File: config.mk
export PLATFORM = sky130hd
export DESIGN_NAME = axi_byte_master
export DESIGN_NICKNAME = d
export VERILOG_FILES = /design/src/rtl/axi_byte_pkg.sv /design/src/rtl/axi_byte_addresser.sv /design/src/rtl/axi_byte_master.sv
export SDC_FILE = /design/constraint.sdc
export NUM_CORES = 1
export LEC_CHECK = 0
export CAP_MARGIN = 25
export CORE_MARGIN = 8
export CORE_UTILIZATION = 34
export CTS_CLUSTER_SIZE = 24
export DETAILED_ROUTE_END_ITERATION = 8
export GPL_TIMING_DRIVEN = 1
export PLACE_DENSITY = 0.88
export SLEW_MARGIN = 5
export SYNTH_ARGS = -nofsm -noshare
export SYNTH_HDL_FRONTEND = slang
export SYNTH_SLANG_ARGS = --single-unit
export TNS_END_PERCENT = 30
File: constraint.sdc
create_clock -name clk -period 1.8 [get_ports clk]
set_input_delay 0.36 -clock clk [delete_from_list [all_inputs] [get_ports clk]]
set_output_delay 0.36 -clock clk [all_outputs]
set_load 0.01 [all_outputs]
File: src/rtl/axi_byte_pkg.sv
// Shared types and constants for the single-outstanding AXI4-Lite byte master.
package axi_byte_pkg;

  typedef enum logic [2:0] {
    StIdle,
    StWrAwW,
    StWrB,
    StRdAr,
    StRdR,
    StDone
  } state_e;

  localparam logic [1:0] AXI_RESP_OKAY   = 2'b00;
  localparam logic [1:0] AXI_RESP_SLVERR = 2'b10;
  localparam logic [1:0] AXI_RESP_DECERR = 2'b11;

  localparam int unsigned LANE_BITS = 3;

  function automatic logic resp_is_err(input logic [1:0] resp);
    case (resp)
      AXI_RESP_OKAY:                   return 1'b0;
      AXI_RESP_SLVERR, AXI_RESP_DECERR: return 1'b1;
      default:                         return 1'b0;
    endcase
  endfunction

endpackage

File: src/rtl/axi_byte_addresser.sv
// Byte-to-64-bit-bus mapping: aligned address, write strobe, replicated write data, read lane.
module axi_byte_addresser
  import axi_byte_pkg::*;
(
  input  logic [31:0] i_addr,
  input  logic [7:0]  i_wbyte,
  input  logic [63:0] i_rdata,
  output logic [31:0] o_axaddr,
  output logic [7:0]  o_wstrb,
  output logic [63:0] o_wdata,
  output logic [7:0]  o_rbyte
);

  logic [LANE_BITS-1:0] w_lane;

  assign w_lane   = i_addr[LANE_BITS-1:0];
  assign o_axaddr = {i_addr[31:LANE_BITS], {LANE_BITS{1'b0}}};
  assign o_wstrb  = 8'b1 << w_lane;
  assign o_wdata  = {8{i_wbyte}};
  assign o_rbyte  = i_rdata[{w_lane, 3'b000} +: 8];

endmodule

File: src/rtl/axi_byte_master.sv
// Single-outstanding AXI4-Lite master doing one byte read/write per request on a 64-bit bus.
// Optional bus-fault timeout enabled by defining AXI_BYTE_MASTER_TIMEOUT_EN.
module axi_byte_master
  import axi_byte_pkg::*;
#(
  parameter int unsigned TIMEOUT_CYCLES = 1024
) (
  input  logic        clk,
  input  logic        reset,
  input  logic        req_valid,
  output logic        req_ready,
  input  logic        req_write,
  input  logic [31:0] req_addr,
  input  logic [7:0]  req_wdata,
  output logic        rsp_valid,
  output logic [7:0]  rsp_rdata,
  output logic        rsp_error,
  output logic        rsp_timeout,
  output logic [31:0] m_axi_awaddr,
  output logic        m_axi_awvalid,
  input  logic        m_axi_awready,
  output logic [63:0] m_axi_wdata,
  output logic [7:0]  m_axi_wstrb,
  output logic        m_axi_wvalid,
  input  logic        m_axi_wready,
  input  logic [1:0]  m_axi_bresp,
  input  logic        m_axi_bvalid,
  output logic        m_axi_bready,
  output logic [31:0] m_axi_araddr,
  output logic        m_axi_arvalid,
  input  logic        m_axi_arready,
  input  logic [63:0] m_axi_rdata,
  input  logic [1:0]  m_axi_rresp,
  input  logic        m_axi_rvalid,
  output logic        m_axi_rready
);

  state_e      r_state;
  logic        r_req_ready;
  logic [31:0] r_addr;
  logic [7:0]  r_wbyte;
  logic        r_aw_done, r_w_done;
  logic        r_awvalid, r_wvalid, r_bready, r_arvalid, r_rready;
  logic        r_rsp_valid, r_rsp_error, r_rsp_timeout;
  logic [7:0]  r_rsp_rdata;

  logic [31:0] w_axaddr;
  logic [7:0]  w_wstrb, w_rbyte;
  logic [63:0] w_wdata;
  logic        w_aw_hs, w_w_hs, w_aw_all, w_w_all, w_tmo;

  axi_byte_addresser u_addresser (
    .i_addr   (r_addr),
    .i_wbyte  (r_wbyte),
    .i_rdata  (m_axi_rdata),
    .o_axaddr (w_axaddr),
    .o_wstrb  (w_wstrb),
    .o_wdata  (w_wdata),
    .o_rbyte  (w_rbyte)
  );

  assign w_aw_hs  = r_awvalid & m_axi_awready;
  assign w_w_hs   = r_wvalid & m_axi_wready;
  assign w_aw_all = r_aw_done | w_aw_hs;
  assign w_w_all  = r_w_done | w_w_hs;

`ifdef AXI_BYTE_MASTER_TIMEOUT_EN
  localparam int unsigned CntW = $clog2(TIMEOUT_CYCLES + 1);

  state_e          r_cnt_state;
  logic [CntW-1:0] r_cnt, w_cnt;
  logic            w_waiting;

  // A state differing from last cycle's means the count restarts from zero.
  assign w_waiting = r_state inside {StWrAwW, StWrB, StRdAr, StRdR};
  assign w_cnt     = (r_state != r_cnt_state) ? '0 : r_cnt;
  assign w_tmo     = w_waiting && (w_cnt == CntW'(TIMEOUT_CYCLES - 1));

  always_ff @(posedge clk or posedge reset) begin
    if (reset) begin
      r_cnt       <= '0;
      r_cnt_state <= StIdle;
    end else begin
      r_cnt_state <= r_state;
      r_cnt       <= w_waiting ? w_cnt + 1'b1 : '0;
    end
  end
`else
  logic w_unused_tmo_cfg;
  assign w_unused_tmo_cfg = ^TIMEOUT_CYCLES;
  assign w_tmo            = 1'b0;
`endif

  always_ff @(posedge clk or posedge reset) begin
    if (reset) begin
      r_state       <= StIdle;
      r_req_ready   <= 1'b0;
      r_addr        <= '0;
      r_wbyte       <= '0;
      r_aw_done     <= 1'b0;
      r_w_done      <= 1'b0;
      r_awvalid     <= 1'b0;
      r_wvalid      <= 1'b0;
      r_bready      <= 1'b0;
      r_arvalid     <= 1'b0;
      r_rready      <= 1'b0;
      r_rsp_valid   <= 1'b0;
      r_rsp_rdata   <= '0;
      r_rsp_error   <= 1'b0;
      r_rsp_timeout <= 1'b0;
    end else if (w_tmo) begin
      // Abandon the bus: any late response is deliberately ignored.
      r_awvalid     <= 1'b0;
      r_wvalid      <= 1'b0;
      r_bready      <= 1'b0;
      r_arvalid     <= 1'b0;
      r_rready      <= 1'b0;
      r_rsp_valid   <= 1'b1;
      r_rsp_rdata   <= '0;
      r_rsp_error   <= 1'b1;
      r_rsp_timeout <= 1'b1;
      r_state       <= StDone;
    end else begin
      case (r_state)
        StIdle: begin
          if (req_valid && r_req_ready) begin
            r_req_ready <= 1'b0;
            r_addr      <= req_addr;
            r_wbyte     <= req_wdata;
            r_aw_done   <= 1'b0;
            r_w_done    <= 1'b0;
            if (req_write) begin
              r_awvalid <= 1'b1;
              r_wvalid  <= 1'b1;
              r_state   <= StWrAwW;
            end else begin
              r_arvalid <= 1'b1;
              r_state   <= StRdAr;
            end
          end else begin
            r_req_ready <= 1'b1;
          end
        end
        StWrAwW: begin
          if (w_aw_all && w_w_all) begin
            r_awvalid <= 1'b0;
            r_wvalid  <= 1'b0;
            r_bready  <= 1'b1;
            r_state   <= StWrB;
          end else begin
            if (w_aw_hs) begin
              r_awvalid <= 1'b0;
              r_aw_done <= 1'b1;
            end
            if (w_w_hs) begin
              r_wvalid <= 1'b0;
              r_w_done <= 1'b1;
            end
          end
        end
        StWrB: begin
          if (m_axi_bvalid) begin
            r_bready      <= 1'b0;
            r_rsp_valid   <= 1'b1;
            r_rsp_rdata   <= '0;
            r_rsp_error   <= resp_is_err(m_axi_bresp);
            r_rsp_timeout <= 1'b0;
            r_state       <= StDone;
          end
        end
        StRdAr: begin
          if (m_axi_arready) begin
            r_arvalid <= 1'b0;
            r_rready  <= 1'b1;
            r_state   <= StRdR;
          end
        end
        StRdR: begin
          if (m_axi_rvalid) begin
            r_rready      <= 1'b0;
            r_rsp_valid   <= 1'b1;
            r_rsp_rdata   <= w_rbyte;
            r_rsp_error   <= resp_is_err(m_axi_rresp);
            r_rsp_timeout <= 1'b0;
            r_state       <= StDone;
          end
        end
        StDone: begin
          r_rsp_valid <= 1'b0;
          r_req_ready <= 1'b1;
          r_state     <= StIdle;
        end
        default: r_state <= StIdle;
      endcase
    end
  end

  assign req_ready     = r_req_ready;
  assign rsp_valid     = r_rsp_valid;
  assign rsp_rdata     = r_rsp_rdata;
  assign rsp_error     = r_rsp_error;
  assign rsp_timeout   = r_rsp_timeout;
  assign m_axi_awaddr  = w_axaddr;
  assign m_axi_araddr  = w_axaddr;
  assign m_axi_awvalid = r_awvalid;
  assign m_axi_wdata   = w_wdata;
  // Strobe is only meaningful alongside wvalid; keeps it 0 at reset.
  assign m_axi_wstrb   = r_wvalid ? w_wstrb : 8'h00;
  assign m_axi_wvalid  = r_wvalid;
  assign m_axi_bready  = r_bready;
  assign m_axi_arvalid = r_arvalid;
  assign m_axi_rready  = r_rready;

endmodule
Yosys cells after proc, flatten, opt, wreduce, memory -nomap -nowiden. Cells that the tools add are included.

Bits in registers: 62. Input port bits: 117.

Equal/unequal tests: 21. Shift operators: 2. Muxes and demuxes: 47. Bitwise operators: 4. Reductions and logical operators: 23.

Operators by type and width (count): variable part select 64 x 7 -> 8 bit (1); two-way mux 1 bit (25); two-way mux 8 bit (3); inequality test 2 bit, second input constant (10); one-hot mux 1 bit (2 select lines) (10); AND reduction 4 bit (5); one-hot mux 8 bit (2 select lines) (1); two-way mux 3 bit (5); one-hot mux 3 bit (5 select lines) (1); AND reduction 3 bit (4); nonzero test 2 bit (6); equality test 2 bit, second input constant (4); left shift 1 x 3 -> 8 bit, first input constant (1); equality test 3 x 2 -> 1 bit, second input constant (2); equality test 3 bit, second input constant (2); inequality test 3 bit, second input constant (2); AND reduction 5 bit (1); OR reduction 2 bit (2); equality test 3 x 1 -> 1 bit, second input constant (1); zero test 3 bit (1); one-hot mux 1 bit (3 select lines) (1); nonzero test 3 bit (1); AND 1 bit (2); logical AND 1 bit (2); other kinds (3) (4).

Logic depth before layout (Yosys ltp).
Depth after elaboration: 5. Gate-level depth with buffers: 6.

Cells and area by module. A second synthesis with hierarchy kept.

Cells, all modules: 387. Area, all modules: 4255.3 sq um.

Modules (own cells, without submodules): axi_byte_master (instances 1, cells an instance 221, area an instance 2955.3 sq um, seq. area each 1526.5 sq um); axi_byte_addresser (instances 1, cells an instance 166, area an instance 1300.0 sq um, seq. area each 0.0 sq um).

Worst setup path before layout. No wires, ideal clock.

Path type: flip-flop to flip-flop. Start point: reg r_state[1]. End point: reg r_addr[10]. Arrival time: 1.426 ns. Data required time: 1.675 ns. Path slack: 0.249 ns. Cell stages (with the launch flop): 7. Buffers on the path: 3. Period minus slack after synthesis: 1.551 ns. Cells stage by stage: dfrtp_1 buf_6 nor2_4 and4_4 buf_8 buf_12 mux2_4.

Cells in the longest elaborated chain, start to end: 2.

Ends and longest elaborated chain: from (decl) (RTL line axi_byte_master.sv:38) `state_e r_state;`; from (signal assigned) (RTL line axi_byte_master.sv:96) `r_state <= StIdle;`; from (signal assigned) (RTL line axi_byte_master.sv:122) `r_state <= StDone;`; from (signal assigned) (RTL line axi_byte_master.sv:135) `r_state <= StWrAwW;`; zero test 3 bit (RTL line axi_byte_master.sv:124) `case (r_state)`; AND reduction 2 bit (no source line); to (signal assigned) (RTL line axi_byte_master.sv:128) `r_addr <= req_addr;`; to (decl) (RTL line axi_byte_master.sv:40) `logic [31:0] r_addr;`.

Every way passes these cells. A chain may end at the register's enable or synchronous reset.

Worst setup path in the final report.
Start point: reg r_addr[2]. End point: out m_axi_wstrb[0].

Cells in the longest elaborated chain, start to end: 2.

Ends and longest elaborated chain: left shift 1 x 3 -> 8 bit (RTL line axi_byte_addresser.sv:18) `assign o_wstrb = 8'b1 << w_lane;`; two-way mux 8 bit (RTL line axi_byte_master.sv:208) `assign m_axi_wstrb = r_wvalid ? w_wstrb : 8'h00;`; to (decl) (RTL line axi_byte_master.sv:23) `output logic [7:0] m_axi_wstrb,`.

Every way passes these cells.

==> results.sh <==
export IMPL_syn2layout_area_growth_pct=52.3
export IMPL_ys_warn_count=0
export IMPL_mostFrequentLayoutCells="clkdlybuf4s50_1, dfrtp_1, mux2_4"
export IMPL_cts_sinks=61
export IMPL_holdWs_ns=0.456
export IMPL_synth_area_um2=4210
export IMPL_synth_top_area_share=0.362
export IMPL_setup_worst_path_class="flop to primary output"
export IMPL_ys_types=47
export IMPL_grt_overflow_total=0
export IMPL_outcome="finished, final reports clean"
export IMPL_synth_seq_cells=61
export IMPL_synthCells=373
export IMPL_path_buf_inv=1
export IMPL_switching_power_mw=4.17
export IMPL_cp_max_fo=4
export IMPL_finalClockSkew_ns=0.00306
export IMPL_arrival_ns=1.41
export IMPL_dpl_cell_count=686
export IMPL_cp_slowest_stage_delay_ns=0.41
export IMPL_dr_pass1_iters=4
export IMPL_antenna_left=0
export IMPL_grt_use_total=0.148
export IMPL_p_seq_frac=0.243
export IMPL_finalMaxSlewViolations=0
export IMPL_vias=3202
export IMPL_drv_cap=0
export IMPL_row_count=40
export IMPL_grt_antenna_before_repair=0
export IMPL_worstSetupEndpointType="primary output"
export IMPL_grt_pass1_vias=3561
export IMPL_swShare=0.360
export IMPL_core_area_um2=12100
export IMPL_async_flop_share=1.00
export IMPL_slowest_stage="dfrtp_1"
export IMPL_via_per_inst=4.56
export IMPL_fp_dieW_um=127
export IMPL_wl_um=12500
export IMPL_multi_input_area_um2=1630
export IMPL_drive_gt1_frac=0.202
export IMPL_ir_drop_mv=0.627
export IMPL_port_buffers=260
export IMPL_fin_cells=702
export IMPL_p_int_mw=7.41
export IMPL_wl_per_cell_um=17.8
export IMPL_htreeDepth=3
export IMPL_drc=0
export IMPL_ctsHoldBuffers=0
export IMPL_nNetsFinal=647
export IMPL_finalPower_mw=11.6
export IMPL_postSynthAreaPerCell_um2=11.3
export IMPL_p_clk_frac=0.133
export IMPL_worstPathRequired_ns=1.44
export IMPL_clock_path_buffers=2
export IMPL_min_period_ns=1.77
export IMPL_seqCellArea_um2=1540
export IMPL_clock_fmax_mhz=566
export IMPL_dpl_hpwl_um=10300
export IMPL_cp_cell_sequence="nand2b_1 -> nor3_1 -> clkdlybuf4s15_2"
export IMPL_fillers=1002
export IMPL_fp_dieH_um=127
export IMPL_path_delay_family="simple AND/OR/NAND/NOR gates"
export IMPL_rsz0062_at_grt="yes"
export IMPL_dr_first_iter_drc_count=175
export IMPL_gp_congestion=0.843
export IMPL_cts_buffers=9
export IMPL_netlist_top_cells_area="dfrtp_1, buf_4, mux2_4"
export IMPL_die_area_um2=16200
export IMPL_clk_pin_slew_ns=0.05
export IMPL_final_period_utilization=0.981
export IMPL_diodes=0
export IMPL_insertion_delay_ns=0.32
export IMPL_yosysTopAreaCell="dfrtp_1"
export IMPL_tightest_slew_ns=0.509
export IMPL_mostFrequentLayoutCell="clkdlybuf4s50_1"
export IMPL_grt_pass1_wl_um=19100
export IMPL_grt_max_degree=62
export IMPL_tritoncts="built"
export IMPL_io_pins=270
export IMPL_synth_main_ff_cell="dfrtp_1"
export IMPL_worst_setup_path_start_kind="flop"
export IMPL_seq_area_frac_synth=0.362
export IMPL_root_buffer="clkbuf_16"
export IMPL_p_leak_nw=2.63
export IMPL_maxSlewHeadroom=0.652
export IMPL_setup_violations=0
export IMPL_synth_edf_count=0
export IMPL_p_per_area_nw_per_um2=1800
export IMPL_hold_violations=0
export IMPL_hold_path_class="input pin to asynchronous set/reset pin"
export IMPL_comb_power_share=0.624
export IMPL_start_util=0.349
synthesized netlist by cell type (2+ instances only):
cell and n:
o211ai_1 2, o21ai_1 6, nand2b_1 5, nor2b_1 11
o41ai_1 2, a41oi_1 2, dfrtp_1 61, nor3_1 2
a2111oi_0 3, buf_12 4, o2bb2ai_1 2, a31oi_1 5
and3b_1 3, a21oi_1 9, mux4_2 7, buf_4 122
mux2i_1 2, buf_2 7, o22ai_1 4, inv_1 2
o21ai_0 4, o31ai_1 4, a211oi_1 4, mux2_2 8
nor2_1 15, nand2_1 16, mux4_1 2, buf_6 2
mux2_4 38, mux2_1 2
sequential cells by signal, summed over array words and instances, names as in the netlist, 3 cells and up:
| name | cells |
|---|---|
| rsp_rdata | 8 |
| r_addr | 32 |
| r_wbyte | 8 |
| r_state | 3 |
layer usage:
layer | share of wire | wire length (um) | track usage
met5 | 0 | 0 | 0
met4 | 0.014 | 172 | 0.0567
met3 | 0.12 | 1530 | 0.0715
met2 | 0.50 | 6210 | 0.258
met1 | 0.37 | 4560 | 0.150
worst min-delay path: cells and delay by family:
kind | cells | cell delay (ns)
buf+inv | 3 | 0.82
final timing paths:
check / startpoint / end / slack [ns] / depth (start not counted)
max in group asynchronous: reset / r_addr[0] / 1.02 / 3
worst min register to register: rsp_rdata[5] / rsp_rdata[5] / 0.47 / 2
worst max register to register: r_addr[0] / rsp_rdata[0] / 0.10 / 5
worst min-delay path: reset / r_addr[30] / 0.46 / 3
worst max-delay path: r_addr[2] / m_axi_wstrb[0] / 0.03 / 3
min in group clk: rsp_rdata[5] / rsp_rdata[5] / 0.47 / 2
cell families (layout without fill, tap and decap cells):
family                 Yosys count  count (layout)  synth area share
multiplexers                    59              59             0.217
AO/OA/AOI/OAI                   51              51            0.0828
AND/OR/NAND/NOR                 61              61            0.0802
flip-flops                      61              61             0.362
other                            1               7          0.000890
buffers and inverters          140             295             0.257
metrics by stage:
step	util	area, um^2	setup TNS, ns	worst slack (ns)
2_1_floorplan	-	4240	0	0.249
3_3_place_gp	0.508	6130	-0.145	-0.00867
3_5_place_dp	0.508	6130	-0.692	-0.0312
4_1_cts	0.531	6400	0	0.00219
5_1_grt	0.532	6420	-0.0945	-0.0382
6_report	0.532	6420	0	0.0340
power groups by stage:
stage	Clock [mW]	Combinational (mW)	Sequential, mW
2_1_floorplan	0	5.06	2.72
3_3_place_gp	0	7.12	2.77
3_5_place_dp	0	7.26	2.82
4_1_cts	1.59	7.30	2.82
5_1_grt	1.64	7.65	2.93
6_report	1.54	7.23	2.81
final cells by class:
type | count | share of cell area
clock buffer | 10 | 0.0372
timing repair buffer | 277 | 0.429
sequential | 61 | 0.240
multi-input combinational | 178 | 0.255
inverter | 3 | 0.00234
tap | 168 | 0.0327
clock inverter | 5 | 0.00429
repair_timing:
item,in CTS,in global routing
resized for setup,17,8
endpoints found under the setup margin,24,32
buffers inserted,1,0
Power figures use the tool's default switching activity.
==> RTL change 1, RTL diff (same settings) <==
Add a define of `AXI_BYTE_MASTER_TIMEOUT_EN`.
--- a/src/rtl/axi_byte_master.sv
+++ b/src/rtl/axi_byte_master.sv
@@ -1,4 +1,6 @@
 // Single-outstanding AXI4-Lite master doing one byte read/write per request on a 64-bit bus.
 // Optional bus-fault timeout enabled by defining AXI_BYTE_MASTER_TIMEOUT_EN.
+`define AXI_BYTE_MASTER_TIMEOUT_EN
+
 module axi_byte_master
   import axi_byte_pkg::*;
Function: no difference found for any inputs over 4 cycles, from zero or initial values and one cycle with reset high; that may be too few to reach the edited logic, so the function may still have changed.
==> RTL change 1 against the unedited design <==
  * The flow now finishes with violations (negative setup slack)
  * Setup slack got worse by 550 ps
  * Utilization grew 1.7 points
  * Cell area grew 18%
  * Wire length grew 22%
  * Synthesized area is 13% higher
  * Non-clock buffer count increased by 31
  * Via count rose by 30%
  * Sequential cell count increased by 15
  * Power grew 7.0%
  * Critical endpoint is now rsp_rdata[6]
  * Highest routed layer unchanged
==> RTL change 1: results (changes against the unedited design) <==
Parameter                              Value

Place
  Routability-driven placement congestion ratio    0.811 (was 0.843)
  Count of input and output buffers    261 (was 260)
  DP Area    0.00703 mm^2 (was 0.00613 mm^2)
  Post-DP HPWL    11700 um (was 10300 um)
  Count of placed standard cells including taps    860 (was 686)

STA
  WHS    399 ps (was 456 ps)
  Clock Skews    5.30 ps (was 3.06 ps)
  Final setup margin    -520 ps (was 34.0 ps)
  Setup violations, final    28 (was 0)
  Setup TNS    -10030 ps (was 0 ps)

Logic synthesis
  Most frequent cells after synthesis    141 x sky130_fd_sc_hd__nand2_1, 121 x sky130_fd_sc_hd__buf_4, 76 x sky130_fd_sc_hd__dfrtp_1 (was 122 x sky130_fd_sc_hd__buf_4, 61 x sky130_fd_sc_hd__dfrtp_1, 38 x sky130_fd_sc_hd__mux2_4)
  Cell count after synthesis    521 (was 373)
  Part of the Yosys area used for sequential elements    39.8% (was 36.2%)
  Count of unique library cells instantiated by Yosys    51 (was 47)
  Top post-synthesis cells by area    sky130_fd_sc_hd__dfrtp_1 40%, sky130_fd_sc_hd__buf_4 19%, sky130_fd_sc_hd__nand2_1 11% (was sky130_fd_sc_hd__dfrtp_1 36%, sky130_fd_sc_hd__buf_4 22%, sky130_fd_sc_hd__mux2_4 14%)

Clocking
  Root buf cell    sky130_fd_sc_hd__clkbuf_16 (unchanged)

Status
  Failing checks    negative setup slack
  Result of the run    complete, but fails checks (was completed)

Setup path
  Number of cells traversed by the worst register-to-register path    9 (was 5)
  Critical Path AT    2560 ps (was 1410 ps)
  Worst Path Class, Setup    register to register (was register to output port)
  Reg-to-reg endpoint    rsp_rdata[6] (was rsp_rdata[0])
  Maximum fanout along the worst path    5 (was 4)
  Worst r2r src    r_cnt_state[1] (was r_addr[0])

Cells and area
  Number of inserted diodes    0 (unchanged)
  Fin nets    819 (was 647)
  Share of cells above drive strength 1    18.6% (was 20.2%)

Global routing
  Combined global-route utilization of all metal layers    15.6% (was 14.8%)
  Largest net degree at the start of global routing    44 (was 62)
  Vias in the first global route    4373 (was 3561)
  First-pass GRT wire length    22400 um (was 19100 um)

Routing
  Count of routing violations after the opening detailed-route iteration    203 (was 175)
  Routed vias    4157 (was 3202)
  Vias per cell    4.69 (was 4.56)
  Total wire length after detailed routing    15300 um (was 12500 um)

Pwr
  Leakage power figure    3.28 nW (was 2.63 nW)
[RTL change 1: metal layers]
layer	global-route usage [%]	share of wire [%]	wire [um]	vias to the layer above
li1	-	-	-	1957
met1	16.5	38	5840	1974
met2	28.0	51	7710	207
met3	6.54	9.9	1500	19
met4	4.30	1.3	199	0
met5	0	0	0	-
[RTL change 1: through the flow]
step / power (mW) / setup slack (ps)
final: 12.4 / -520
after global routing: 13.2 / -624
after CTS: 12.3 / -376
after detailed placement: 9.96 / -452
after global placement: 9.78 / -375
after floorplan: 7.39 / -481
[RTL change 1: worst max-delay path by stage]
stage                    from           end  slack, ps  depth (start not counted)
6_report       r_cnt_state[1]  rsp_rdata[6]       -520                          9
5_1_grt        r_cnt_state[1]  rsp_rdata[6]       -620                          9
4_1_cts            r_state[0]  rsp_rdata[7]       -380                          9
3_5_place_dp       r_state[1]  m_axi_rready       -450                          8
3_3_place_gp       r_state[1]  m_axi_rready       -370                          8
2_1_floorplan      r_state[2]  rsp_rdata[0]       -480                         11
[RTL change 1: worst max-delay path, delay by kind of cell, from the launching register on]
kind	cells	cell delay, ps
AND/OR/NAND/NOR	5	1070
XOR/XNOR	1	210
flip-flops	1	420
AO/OA/AOI/OAI	2	380
adder cells (fa/ha/maj)	1	140
[RTL change 1: cell type report]
class / count / area (um^2)
fill: 1152 / 6230
clock buffer: 11 / 243
tap: 180 / 225
timing repair buffer: 308 / 3060
inverter: 7 / 30.0
clock inverter: 5 / 108
multi-input combinational: 299 / 2020
sequential: 76 / 1920
[RTL change 1: power by group]
| group | switching (mW) | total, mW | internal (mW) |
|---|---|---|---|
| clock network | 0.733 | 2.13 | 1.40 |
| logic | 3.12 | 7.13 | 4.01 |
| registers | 0.715 | 3.13 | 2.41 |
| total | 4.57 | 12.4 | 7.82 |
[RTL change 1: cell families (layout without fill, tap and decap cells)]
kind of cell,Yosys count,after routing,share of synthesized area [%]
flops,76,76,39.8
xor+xnor,12,12,2.20
fa+ha+maj,1,1,0.262
compound gates,43,43,7.18
buf+inv,152,331,21.8
simple gates,211,212,19.2
other cells,1,6,0.0785
mux,25,25,9.43
[RTL change 1: what timing repair did]
action,in CTS,in global routing
resized for setup,27,29
cloned,0,1
pin swaps,6,23
setup endpoints to repair,70,58
buffers inserted,2,7
==> RTL change 2, RTL diff (config.mk and constraints unchanged) <==
Without the edit above. Re-encode `state_e` (6 states) as Gray code, 3 bits wide.
--- a/src/rtl/axi_byte_pkg.sv
+++ b/src/rtl/axi_byte_pkg.sv
@@ -3,10 +3,10 @@
 
   typedef enum logic [2:0] {
-    StIdle,
-    StWrAwW,
-    StWrB,
-    StRdAr,
-    StRdR,
-    StDone
+    StIdle  = 3'b000,
+    StWrAwW = 3'b001,
+    StWrB   = 3'b011,
+    StRdAr  = 3'b010,
+    StRdR   = 3'b110,
+    StDone  = 3'b111
   } state_e;
 
Formal check against the unedited RTL: no difference found for any inputs over 10 cycles, from zero or initial values and one cycle with reset high; not proved beyond that.
==> RTL change 2 against the unedited design <==
  * Sequential cell count stayed put
  * Utilization is 1.3 points higher
  * Synthesized area is 4.7% lower
  * Wire length is 4.0% lower
  * Power is 4.5% lower
  * Setup slack better by 34 ps
  * Global-route usage is 0.31 points higher
  * Maximum frequency is 2.0% higher
  * Cell area is 2.6% lower
  * Die area is 4.1% lower
  * Critical endpoint is now m_axi_wdata[1]
  * Largest cell class unchanged
==> RTL change 2: results (changes against the unedited design) <==
Parameter                              Value

Status
  Result of the run    completed (unchanged)

Clocking
  Total of cells resized after clock tree synthesis    14 (was 17)

Global routing
  First-pass GRT wire length    18800 um (was 19100 um)
  Vias in the first global route    3442 (was 3561)
  Met1 Use GR    14.9% (was 15.0%)
  Combined global-route utilization of all metal layers    15.1% (was 14.8%)

Logic synthesis
  Count of unique library cells instantiated by Yosys    41 (was 47)
  Top post-synthesis cells by area    sky130_fd_sc_hd__dfrtp_1 38%, sky130_fd_sc_hd__buf_4 23%, sky130_fd_sc_hd__mux2_4 11% (was sky130_fd_sc_hd__dfrtp_1 36%, sky130_fd_sc_hd__buf_4 22%, sky130_fd_sc_hd__mux2_4 14%)
  Compound-gate portion of the synthesized area    5.36% (was 8.28%)
  Most frequent cells after synthesis    122 x sky130_fd_sc_hd__buf_4, 61 x sky130_fd_sc_hd__dfrtp_1, 30 x sky130_fd_sc_hd__mux2_4 (was 122 x sky130_fd_sc_hd__buf_4, 61 x sky130_fd_sc_hd__dfrtp_1, 38 x sky130_fd_sc_hd__mux2_4)
  Mux share of post-synthesis cell area    25.4% (was 21.7%)
  Part of the Yosys area used for sequential elements    38.0% (was 36.2%)

Routing
  Amount of wire on met3 after detailed routing    1370 um (was 1530 um)
  Count of routing violations after the opening detailed-route iteration    71 (was 175)
  Detail Route met2 WL    5940 um (was 6210 um)
  Routed vias    3003 (was 3202)

Cells and area
  Number of standard cells in the final layout excluding fillers    651 (was 702)
  Fin nets    622 (was 647)
  Fill cells    965 (was 1002)

Setup path
  FF-to-FF setup slack    190 ps (was 100 ps)
  Critical Path AT    1370 ps (was 1410 ps)
  Reg-to-reg endpoint    rsp_rdata[6] (was rsp_rdata[0])
  Maximum fanout along the worst path    9 (was 4)
  Peak per-stage delay on the critical path    600 ps (was 410 ps)
  Largest delay contributor family on the critical path    buffers and inverters (was simple AND/OR/NAND/NOR gates)

Pwr
  Peak ir drop on the vdd network    0.00115 V (was 0.000627 V)
  Share of total power in sequential cells    25.1% (was 24.3%)
  Sw Share    34.4% (was 36.0%)
  Internal power    7.25 mW (was 7.41 mW)

Place
  Routability-driven placement congestion ratio    0.759 (was 0.843)
  Worst setup slack after placement    -17.7 ps (was -31.2 ps)
  Post-DP HPWL    10300 um (about the same)

STA
  WHS    393 ps (was 456 ps)
## RTL change 2: cell count changes after synthesis, moves of 7 or more
cell	change
sky130_fd_sc_hd__nand2_1	+7
sky130_fd_sc_hd__nor2b_1	-10
sky130_fd_sc_hd__mux2i_1	+7
sky130_fd_sc_hd__mux2_4	-8
sky130_fd_sc_hd__mux4_2	+7
## RTL change 2: how the worst max path moves through the flow
stage	start	endpoint	slack, ps
floorplan	r_addr[0]	rsp_rdata[0]	410
finish	r_wbyte[1]	m_axi_wdata[1]	70
global route	r_addr[0]	m_axi_wstrb[2]	10
global placement	req_valid	r_wbyte[0]	30
CTS	r_wbyte[7]	m_axi_wdata[47]	4
detailed placement	req_valid	r_wbyte[5]	-20
## RTL change 2: cell type report
type                       instances  area [um^2]  area share, %
timing repair buffer             273         2750           44.0
sequential                        61         1540           24.6
multi-input combinational        159         1510           24.1
clock buffer                      12          256           4.10
tap                              143          179           2.86
clock inverter                     2         10.0          0.160
inverter                           1         7.51          0.120
